File: src/rtl/fpu_align_unpack_if.sv
// Operand/result handshake bundle for the FP add/sub alignment front end.
// master: operand producer and result consumer. slave: the alignment pipeline.
interface fpu_align_unpack_if #(
    parameter int MANT_W = 27,
    parameter int EXP_W  = 8
);
    logic              in_valid;
    logic              in_ready;
    logic [31:0]       op_a;
    logic [31:0]       op_b;
    logic              op_sub;
    logic              out_valid;
    logic              out_ready;
    logic              is_add_path;
    logic              carry_out;
    logic [MANT_W-1:0] mant_out;
    logic [EXP_W-1:0]  exp_out;
    logic              sign_out;
    logic              is_nan;
    logic              is_inf;

    modport master (
        output in_valid, op_a, op_b, op_sub, out_ready,
        input  in_ready, out_valid, is_add_path, carry_out,
               mant_out, exp_out, sign_out, is_nan, is_inf
    );

    modport slave (
        input  in_valid, op_a, op_b, op_sub, out_ready,
        output in_ready, out_valid, is_add_path, carry_out,
               mant_out, exp_out, sign_out, is_nan, is_inf
    );
endinterface

File: src/rtl/fpu_align_unpack.sv
// FP add/sub front end: unpack and classify two single-precision operands,
// swap by magnitude, align the smaller mantissa with guard/round/sticky, then
// perform the effective add or subtract. Two registered stages, valid/ready
// on both sides, no skid buffer.
module fpu_align_unpack #(
    parameter int MANT_W = 27,
    parameter int EXP_W  = 8
) (
    input  logic              clk,
    input  logic              rst_n,
    fpu_align_unpack_if.slave bus
);
    localparam int                FRAC_W  = MANT_W - 4;
    localparam logic [EXP_W-1:0]  EXP_MAX = '1;
    localparam logic [EXP_W-1:0]  D_LIMIT = EXP_W'(MANT_W);

    // ---------------- handshake ----------------
    logic w_s2_free;
    logic w_in_ready;
    logic w_accept;
    logic w_s2_load;
    logic r1_valid;
    logic r2_valid;

    assign w_s2_free  = ~r2_valid | bus.out_ready;
    assign w_in_ready = ~r1_valid | w_s2_free;
    assign w_accept   = bus.in_valid & w_in_ready;
    assign w_s2_load  = r1_valid & w_s2_free;

    // ---------------- stage 1: unpack / classify / swap ----------------
    logic              w_sa, w_sb;
    logic [EXP_W-1:0]  w_ea, w_eb;
    logic [FRAC_W-1:0] w_fa, w_fb;
    logic              w_nan_a, w_nan_b, w_inf_a, w_inf_b;
    logic              w_zero_a, w_zero_b;
    logic [MANT_W-1:0] w_ma, w_mb;
    logic              w_swap;
    logic [EXP_W-1:0]  w_el, w_es, w_d;
    logic              w_sl, w_ss;
    logic [MANT_W-1:0] w_ml, w_ms;
    logic [MANT_W-1:0] w_lost_mask;
    logic [MANT_W-1:0] w_ms_al;
    logic              w_eff_sub;
    logic              w_nan, w_inf;

    assign w_sa = bus.op_a[31];
    assign w_ea = bus.op_a[FRAC_W +: EXP_W];
    assign w_fa = bus.op_a[FRAC_W-1:0];
    // B's sign is folded with the opcode so everything downstream is an add
    assign w_sb = bus.op_b[31] ^ bus.op_sub;
    assign w_eb = bus.op_b[FRAC_W +: EXP_W];
    assign w_fb = bus.op_b[FRAC_W-1:0];

    assign w_nan_a  = (w_ea == EXP_MAX) &  (|w_fa);
    assign w_inf_a  = (w_ea == EXP_MAX) & ~(|w_fa);
    assign w_nan_b  = (w_eb == EXP_MAX) &  (|w_fb);
    assign w_inf_b  = (w_eb == EXP_MAX) & ~(|w_fb);
    assign w_zero_a = (w_ea == '0);
    assign w_zero_b = (w_eb == '0);

    // denormals flush to zero: hidden bit and fraction both dropped
    assign w_ma = w_zero_a ? '0 : {1'b1, w_fa, 3'b000};
    assign w_mb = w_zero_b ? '0 : {1'b1, w_fb, 3'b000};

    // ties keep A as the larger operand
    assign w_swap = {w_eb, w_fb} > {w_ea, w_fa};
    assign w_el   = w_swap ? w_eb : w_ea;
    assign w_es   = w_swap ? w_ea : w_eb;
    assign w_sl   = w_swap ? w_sb : w_sa;
    assign w_ss   = w_swap ? w_sa : w_sb;
    assign w_ml   = w_swap ? w_mb : w_ma;
    assign w_ms   = w_swap ? w_ma : w_mb;
    assign w_d    = w_el - w_es;

    assign w_eff_sub = w_sl ^ w_ss;
    assign w_nan     = w_nan_a | w_nan_b | (w_inf_a & w_inf_b & w_eff_sub);
    assign w_inf     = ~w_nan & (w_inf_a | w_inf_b);

    // Right-shift the smaller mantissa, folding every shifted-out bit into bit 0
    always_comb begin
        w_lost_mask = ~({MANT_W{1'b1}} << w_d[4:0]);
        if (w_d >= D_LIMIT) begin
            w_ms_al = {{(MANT_W-1){1'b0}}, |w_ms};
        end else begin
            w_ms_al = (w_ms >> w_d[4:0]) | {{(MANT_W-1){1'b0}}, |(w_ms & w_lost_mask)};
        end
    end

    logic [MANT_W-1:0] r1_ml;
    logic [MANT_W-1:0] r1_ms;
    logic [EXP_W-1:0]  r1_el;
    logic              r1_sl;
    logic              r1_ss;
    logic              r1_eff_sub;
    logic              r1_nan;
    logic              r1_inf;
    logic              r1_zero;

    // Pipeline occupancy bits; a stage empties only when its contents move on
    always_ff @(posedge clk or negedge rst_n) begin
        if (!rst_n) begin
            r1_valid <= 1'b0;
            r2_valid <= 1'b0;
        end else begin
            r1_valid <= w_accept  | (r1_valid & ~w_s2_free);
            r2_valid <= w_s2_load | (r2_valid & ~bus.out_ready);
        end
    end

    // Capture the swapped/aligned operand bundle on each accepted transfer
    always_ff @(posedge clk or negedge rst_n) begin
        if (!rst_n) begin
            r1_ml      <= '0;
            r1_ms      <= '0;
            r1_el      <= '0;
            r1_sl      <= 1'b0;
            r1_ss      <= 1'b0;
            r1_eff_sub <= 1'b0;
            r1_nan     <= 1'b0;
            r1_inf     <= 1'b0;
            r1_zero    <= 1'b0;
        end else if (w_accept) begin
            r1_ml      <= w_ml;
            r1_ms      <= w_ms_al;
            r1_el      <= w_el;
            r1_sl      <= w_sl;
            r1_ss      <= w_ss;
            r1_eff_sub <= w_eff_sub;
            r1_nan     <= w_nan;
            r1_inf     <= w_inf;
            r1_zero    <= w_zero_a & w_zero_b;
        end
    end

    // ---------------- stage 2: effective add / subtract ----------------
    logic [MANT_W:0]   w_sum;
    logic [MANT_W-1:0] w_diff;
    logic              w_add_path;
    logic              w_carry;
    logic [MANT_W-1:0] w_mant;
    logic [EXP_W-1:0]  w_exp;
    logic              w_sign;
    logic              w_is_nan;
    logic              w_is_inf;

    assign w_sum  = {1'b0, r1_ml} + {1'b0, r1_ms};
    // the magnitude swap guarantees mL >= mS, so this never wraps
    assign w_diff = r1_ml - r1_ms;

    // Result selection: datapath, then zero/cancellation signs, then specials override
    always_comb begin
        w_add_path = ~r1_eff_sub;
        w_carry    = r1_eff_sub ? 1'b0 : w_sum[MANT_W];
        w_mant     = r1_eff_sub ? w_diff : w_sum[MANT_W-1:0];
        w_exp      = r1_el;
        w_sign     = r1_sl;
        w_is_nan   = 1'b0;
        w_is_inf   = 1'b0;
        if (r1_zero) begin
            w_sign  = r1_sl & r1_ss;
            w_mant  = '0;
            w_exp   = '0;
            w_carry = 1'b0;
        end else if (r1_eff_sub && (w_diff == '0)) begin
            w_sign = 1'b0;
        end
        if (r1_nan) begin
            w_is_nan = 1'b1;
            w_mant   = '0;
            w_exp    = EXP_MAX;
            w_sign   = 1'b0;
            w_carry  = 1'b0;
        end else if (r1_inf) begin
            // an Inf always wins the magnitude compare, so L carries its sign
            w_is_inf = 1'b1;
            w_mant   = '0;
            w_exp    = EXP_MAX;
            w_carry  = 1'b0;
        end
    end

    logic              r_add_path;
    logic              r_carry;
    logic [MANT_W-1:0] r_mant;
    logic [EXP_W-1:0]  r_exp;
    logic              r_sign;
    logic              r_is_nan;
    logic              r_is_inf;

    // Output registers load only when stage 2 is free, so they hold under backpressure
    always_ff @(posedge clk or negedge rst_n) begin
        if (!rst_n) begin
            r_add_path <= 1'b0;
            r_carry    <= 1'b0;
            r_mant     <= '0;
            r_exp      <= '0;
            r_sign     <= 1'b0;
            r_is_nan   <= 1'b0;
            r_is_inf   <= 1'b0;
        end else if (w_s2_load) begin
            r_add_path <= w_add_path;
            r_carry    <= w_carry;
            r_mant     <= w_mant;
            r_exp      <= w_exp;
            r_sign     <= w_sign;
            r_is_nan   <= w_is_nan;
            r_is_inf   <= w_is_inf;
        end
    end

    assign bus.in_ready    = w_in_ready;
    assign bus.out_valid   = r2_valid;
    assign bus.is_add_path = r_add_path;
    assign bus.carry_out   = r_carry;
    assign bus.mant_out    = r_mant;
    assign bus.exp_out     = r_exp;
    assign bus.sign_out    = r_sign;
    assign bus.is_nan      = r_is_nan;
    assign bus.is_inf      = r_is_inf;
endmodule
File: src/flat_wrapper.sv
// flat-port wrapper written by rule: the top's interface ports become plain ports
module fpu_align_unpack_flat 
#(
    parameter int MANT_W = 27,
    parameter int EXP_W  = 8
)
  (clk, rst_n, bus_in_valid, bus_op_a, bus_op_b, bus_op_sub, bus_out_ready, bus_in_ready, bus_out_valid, bus_is_add_path, bus_carry_out, bus_mant_out, bus_exp_out, bus_sign_out, bus_is_nan, bus_is_inf);
  fpu_align_unpack_if #(.MANT_W(MANT_W), .EXP_W(EXP_W)) bus_i ();
  input  logic clk;
  input  logic rst_n;
  input wire logic [$bits(bus_i.in_valid)-1:0] bus_in_valid;
  input wire logic [$bits(bus_i.op_a)-1:0] bus_op_a;
  input wire logic [$bits(bus_i.op_b)-1:0] bus_op_b;
  input wire logic [$bits(bus_i.op_sub)-1:0] bus_op_sub;
  input wire logic [$bits(bus_i.out_ready)-1:0] bus_out_ready;
  output wire logic [$bits(bus_i.in_ready)-1:0] bus_in_ready;
  output wire logic [$bits(bus_i.out_valid)-1:0] bus_out_valid;
  output wire logic [$bits(bus_i.is_add_path)-1:0] bus_is_add_path;
  output wire logic [$bits(bus_i.carry_out)-1:0] bus_carry_out;
  output wire logic [$bits(bus_i.mant_out)-1:0] bus_mant_out;
  output wire logic [$bits(bus_i.exp_out)-1:0] bus_exp_out;
  output wire logic [$bits(bus_i.sign_out)-1:0] bus_sign_out;
  output wire logic [$bits(bus_i.is_nan)-1:0] bus_is_nan;
  output wire logic [$bits(bus_i.is_inf)-1:0] bus_is_inf;
  assign bus_i.in_valid = bus_in_valid;
  assign bus_i.op_a = bus_op_a;
  assign bus_i.op_b = bus_op_b;
  assign bus_i.op_sub = bus_op_sub;
  assign bus_i.out_ready = bus_out_ready;
  assign bus_in_ready = bus_i.in_ready;
  assign bus_out_valid = bus_i.out_valid;
  assign bus_is_add_path = bus_i.is_add_path;
  assign bus_carry_out = bus_i.carry_out;
  assign bus_mant_out = bus_i.mant_out;
  assign bus_exp_out = bus_i.exp_out;
  assign bus_sign_out = bus_i.sign_out;
  assign bus_is_nan = bus_i.is_nan;
  assign bus_is_inf = bus_i.is_inf;
  fpu_align_unpack #(.MANT_W(MANT_W), .EXP_W(EXP_W)) u_core (.clk(clk), .rst_n(rst_n), .bus(bus_i));
endmodule
File: config.mk
export PLATFORM = sky130hd
export DESIGN_NAME = fpu_align_unpack_flat
export DESIGN_NICKNAME = d
export VERILOG_FILES = /design/src/rtl/fpu_align_unpack_if.sv /design/src/rtl/fpu_align_unpack.sv /design/src/flat_wrapper.sv
export SDC_FILE = /design/constraint.sdc
export NUM_CORES = 1
export LEC_CHECK = 0
export BUFFER_PORTS_ARGS = -buffer_cell sky130_fd_sc_hd__buf_4
export CAP_MARGIN = 10
export CORE_MARGIN = 3
export CORE_UTILIZATION = 65
export CTS_CLUSTER_DIAMETER = 150
export CTS_CLUSTER_SIZE = 24
export DETAILED_ROUTE_END_ITERATION = 12
export PLACE_DENSITY = 0.89
export SLEW_MARGIN = 30
export SYNTH_ARGS = -nofsm -noshare
export SYNTH_HDL_FRONTEND = slang
export SYNTH_SLANG_ARGS = --single-unit
File: constraint.sdc
create_clock -name clk -period 5.8 [get_ports clk]
set_clock_uncertainty 0.05 [all_clocks]
set_input_delay 0.58 -clock clk [delete_from_list [all_inputs] [get_ports clk]]
set_output_delay 0.58 -clock clk [all_outputs]
set_load 0.01 [all_outputs]
==> reports/qor.csv <==
stage,metric,value,unit
hold_path,Min-Delay Path Class,in2async,
synthesis,register bit total from synthesis,107,
place,DP Worst Slack,0.330,ns
global_routing,largest net degree at the start of global routing,76,
clock_network,Sink Count,107,
global_routing,aggregate global routing overflow,0,
timing,Pins Over Slew Limit,0,
drt,Wirelength per Cell,22.4,um
synthesis,Synth Area in Adders,9.42,%
die,Die H,137,um
clock_network,htree depth,3,
timing,Achievable Freq,0.193,GHz
timing,TNS Setup,0,ns
synthesis,largest family of logic cells by synthesized area,compound AO/OA/AOI/OAI gates,
setup_path,crit-path cells,"buf_4, inv_1, ha_1, nand4_1, nor2_1, a221o_1, o31a_4, o21ai_2, mux2i_1, ha_1, nand2_1, o211ai_1, a21o_1, or2_2, a221o_1, and2_1, o211ai_1, nand4_1, buf_4, nor2_1, a32o_1",
synthesis,syn_nets,1560,
drt,number of remaining DRC errors,0,
setup_path,CP Class,in2reg,
die,Core Area,16600,sq um
status,status,"complete, no violations",
synthesis,ys async rst share,100,%
drt,initial DRC count,1385,
global_routing,initial antenna violation count,1,
setup_path,worst-path fanout max,18,
final_layout,final core occ,74.3,%
synthesis,post-synthesis compound-gate area fraction,29.4,%
timing,post-route clock period utilization,89.3,%
die,Die W,137,um
synthesis,post-synth cell types,95,
setup_path,Worst setup SP type,input pin,
timing,Slew Limit Headroom,32.6,%
clock_network,CTS Buffer Depth,2,
synthesis,top cell type by total area after synthesis,dfrtp_1,
final_layout,Ant. Diodes,0,
clock_network,"CTS clk-pin slew, worst paths",0.08,ns
global_routing,first-pass GRT wire length,59400,um
final_layout,layout cell share with drive strength beyond 1,14.5,%
synthesis,Mean Syn Cell Area,7.89,sq um
place,detailed placement HPWL,28700,um
timing,Final Hold Violating Endpoints,0,
power_and_ir_drop,pwr/cell area,295,nW/um^2
clock_network,Root Buffer,clkbuf_16,
drt,vias per cell,7.08,
timing,final setup violation count,0,
drt,Vias,11931,
synthesis,Syn Inst Count,1408,
synthesis,number of warnings issued by yosys,0,
drt,drt first pass iters,5,
synthesis,post-synthesis sequential area ratio,24.1,%
synthesis,"top cells by area, synth","dfrtp_1 24%, ha_1 9.2%, nor2_1 5.2%",
run,Max Cap Viol,0,
synthesis,post-synthesis mux area share,6.52,%
timing,worst setup margin,0.623,ns
synthesis,synth cell count leaders,"155 x nor2_1, 107 x dfrtp_1, 107 x nand2_1, 102 x inv_1, 86 x a21oi_1",
timing,Worst-Margin Slew,1.01,ns
clock_network,post-cts resize count,0,
synthesis,Netlist Area Pre-Place,11100,sq um
clock_network,Worst-Skew Late Latency,0.36,ns
die,Core Rows,47,
power_and_ir_drop,Worst IR Drop VDD,176,uV
die,full die area,18700,sq um
die,Initial Util,66.7,%
synthesis,"count leader, synth",nor2_1,
synthesis,share of the synthesized area in the top cell type,24.1,%
timing,post-route minimum period,5.18,ns
place,Port Buffers,110,
timing,RSZ-0062 raised after global routing,false,
clock_network,TritonCTS clock tree,done,
synthesis,Synth Area in XOR/XNOR,2.51,%
drt,Total Wirelength,37700,um
setup_path,"Largest stage delay, worst path",0.48,ns
timing,hold slack,0.0968,ns
place,Placer Congestion,1.02,
synthesis,number of enable flip-flop cells after synthesis,0,
clock_network,post-cts hold buffer count,0,
drt,post-route ant nets,0,
die,I/O pin count,111,
setup_path,Worst Path Arrival,5.42,ns
setup_path,Crit-path slowest cell,nor2_1,
final_layout,Finished Layout Cells,1684,
global_routing,vias in the first global route,11053,
power_and_ir_drop,Leak,5.43,nW
global_routing,GRT Total Usage,40.0,%
final_layout,fill cell count,1287,
clock_network,CTS Buf Count,9,
clock_network,setup repair bufs after CTS,0,
setup_path,crit path capture type,flip-flop,
place,Placed Cells,1668,
final_layout,Layout area overhead,11.3,%
setup_path,Worst Path Required,6.04,ns
final_layout,nets@finish,1611,
synthesis,Main synth FF type,dfrtp_1,
synthesis,post-synthesis simple-gate area fraction,21.1,%
## final timing paths
check | from | to | slack, ns | cells past startpoint
max in group asynchronous | rst_n | u_core.r1_ml[15] | 4.61 | 2
worst max register to register | u_core.r1_ms[3] | u_core.bus.sign_out | 1.19 | 13
worst max-delay path | bus_op_a[16] | u_core.r1_ms[20] | 0.62 | 21
worst min register to register | u_core.bus.exp_out[7] | u_core.bus.exp_out[7] | 0.44 | 2
worst min-delay path | rst_n | u_core.bus.is_add_path | 0.1 | 1
min in group clk | bus_in_valid | u_core.r1_valid | 0.39 | 2
## cells in the final DEF, fill, tap and decap left out, types with 17 or more instances in the layout
| cell | count |
|---|---|
| a22o_1 | 26 |
| nor4_1 | 23 |
| inv_1 | 102 |
| nor2_1 | 155 |
| a21oi_1 | 86 |
| nor3_1 | 36 |
| a211oi_1 | 17 |
| a31oi_1 | 17 |
| nand2_1 | 105 |
| o221ai_1 | 25 |
| xnor2_1 | 20 |
| ha_1 | 82 |
| o211ai_1 | 20 |
| a221oi_1 | 32 |
| buf_4 | 134 |
| nand2b_1 | 21 |
| dfrtp_1 | 107 |
| o21ai_0 | 67 |
| nand3_1 | 27 |
| mux2i_1 | 42 |
| nand4_1 | 34 |
## report_power, final
group / switching, mW / internal, mW
Sequential: 0.127 / 0.894
Combinational: 1.19 / 0.792
Clock: 0.329 / 0.312
Total: 1.64 / 2.00
## flip-flops by register name (all words and copies together), names as in the netlist
signal and count:
u_core.bus.mant_out 27, u_core.bus.is_add_path 1, u_core.r1_sl 1, u_core.r1_eff_sub 1, u_core.r1_ss 1, u_core.r1_ml 24
u_core.r1_zero 1, u_core.bus.is_nan 1, u_core.r1_el 8, u_core.bus.exp_out 8, u_core.r1_nan 1, u_core.bus.carry_out 1
u_core.bus.sign_out 1, u_core.r1_ms 27, u_core.r1_valid 1, u_core.bus.out_valid 1, u_core.bus.is_inf 1, u_core.r1_inf 1
## cells by family after synthesis
family | Yosys count
AND/OR/NAND/NOR | 480
AO/OA/AOI/OAI | 450
buffers and inverters | 197
flip-flops | 107
adder cells (fa/ha/maj) | 83
multiplexers | 60
XOR/XNOR | 31
## worst max-delay path: cells and delay by family
family	cells	cell delay (ns)
mux	1	0.13
compound gates	8	2.23
buf+inv	3	0.38
fa+ha+maj	2	0.50
simple gates	7	1.58
## layer usage
layer  GRT usage, %  part of all wire (%)  vias to the layer above
met4           17.2                   4.8                        2
met1           54.9                    39                     5592
met2           61.8                    44                      826
met5              0                 0.035                        -
li1               -                     -                     5367
met3           7.46                    11                      144
## area by class of cell
class	count	area [sq um]	share of cell area, %
clock buffers	9	225	1.82
clock inverters	7	93.8	0.759
inverters	102	383	3.10
multi-input cells	1104	7690	62.2
flip-flops and latches	107	2680	21.7
well taps	220	275	2.23
repair buffers	135	1020	8.23
## stage by stage
step | cell area (sq um) | power [mW]
global placement | 12000 | 2.88
finish | 12400 | 3.64
floorplan | 11100 | 2.30
CTS | 12400 | 3.58
global route | 12400 | 3.85
detailed placement | 12000 | 2.93
Note: power is estimated with default switching activity, not from simulation.
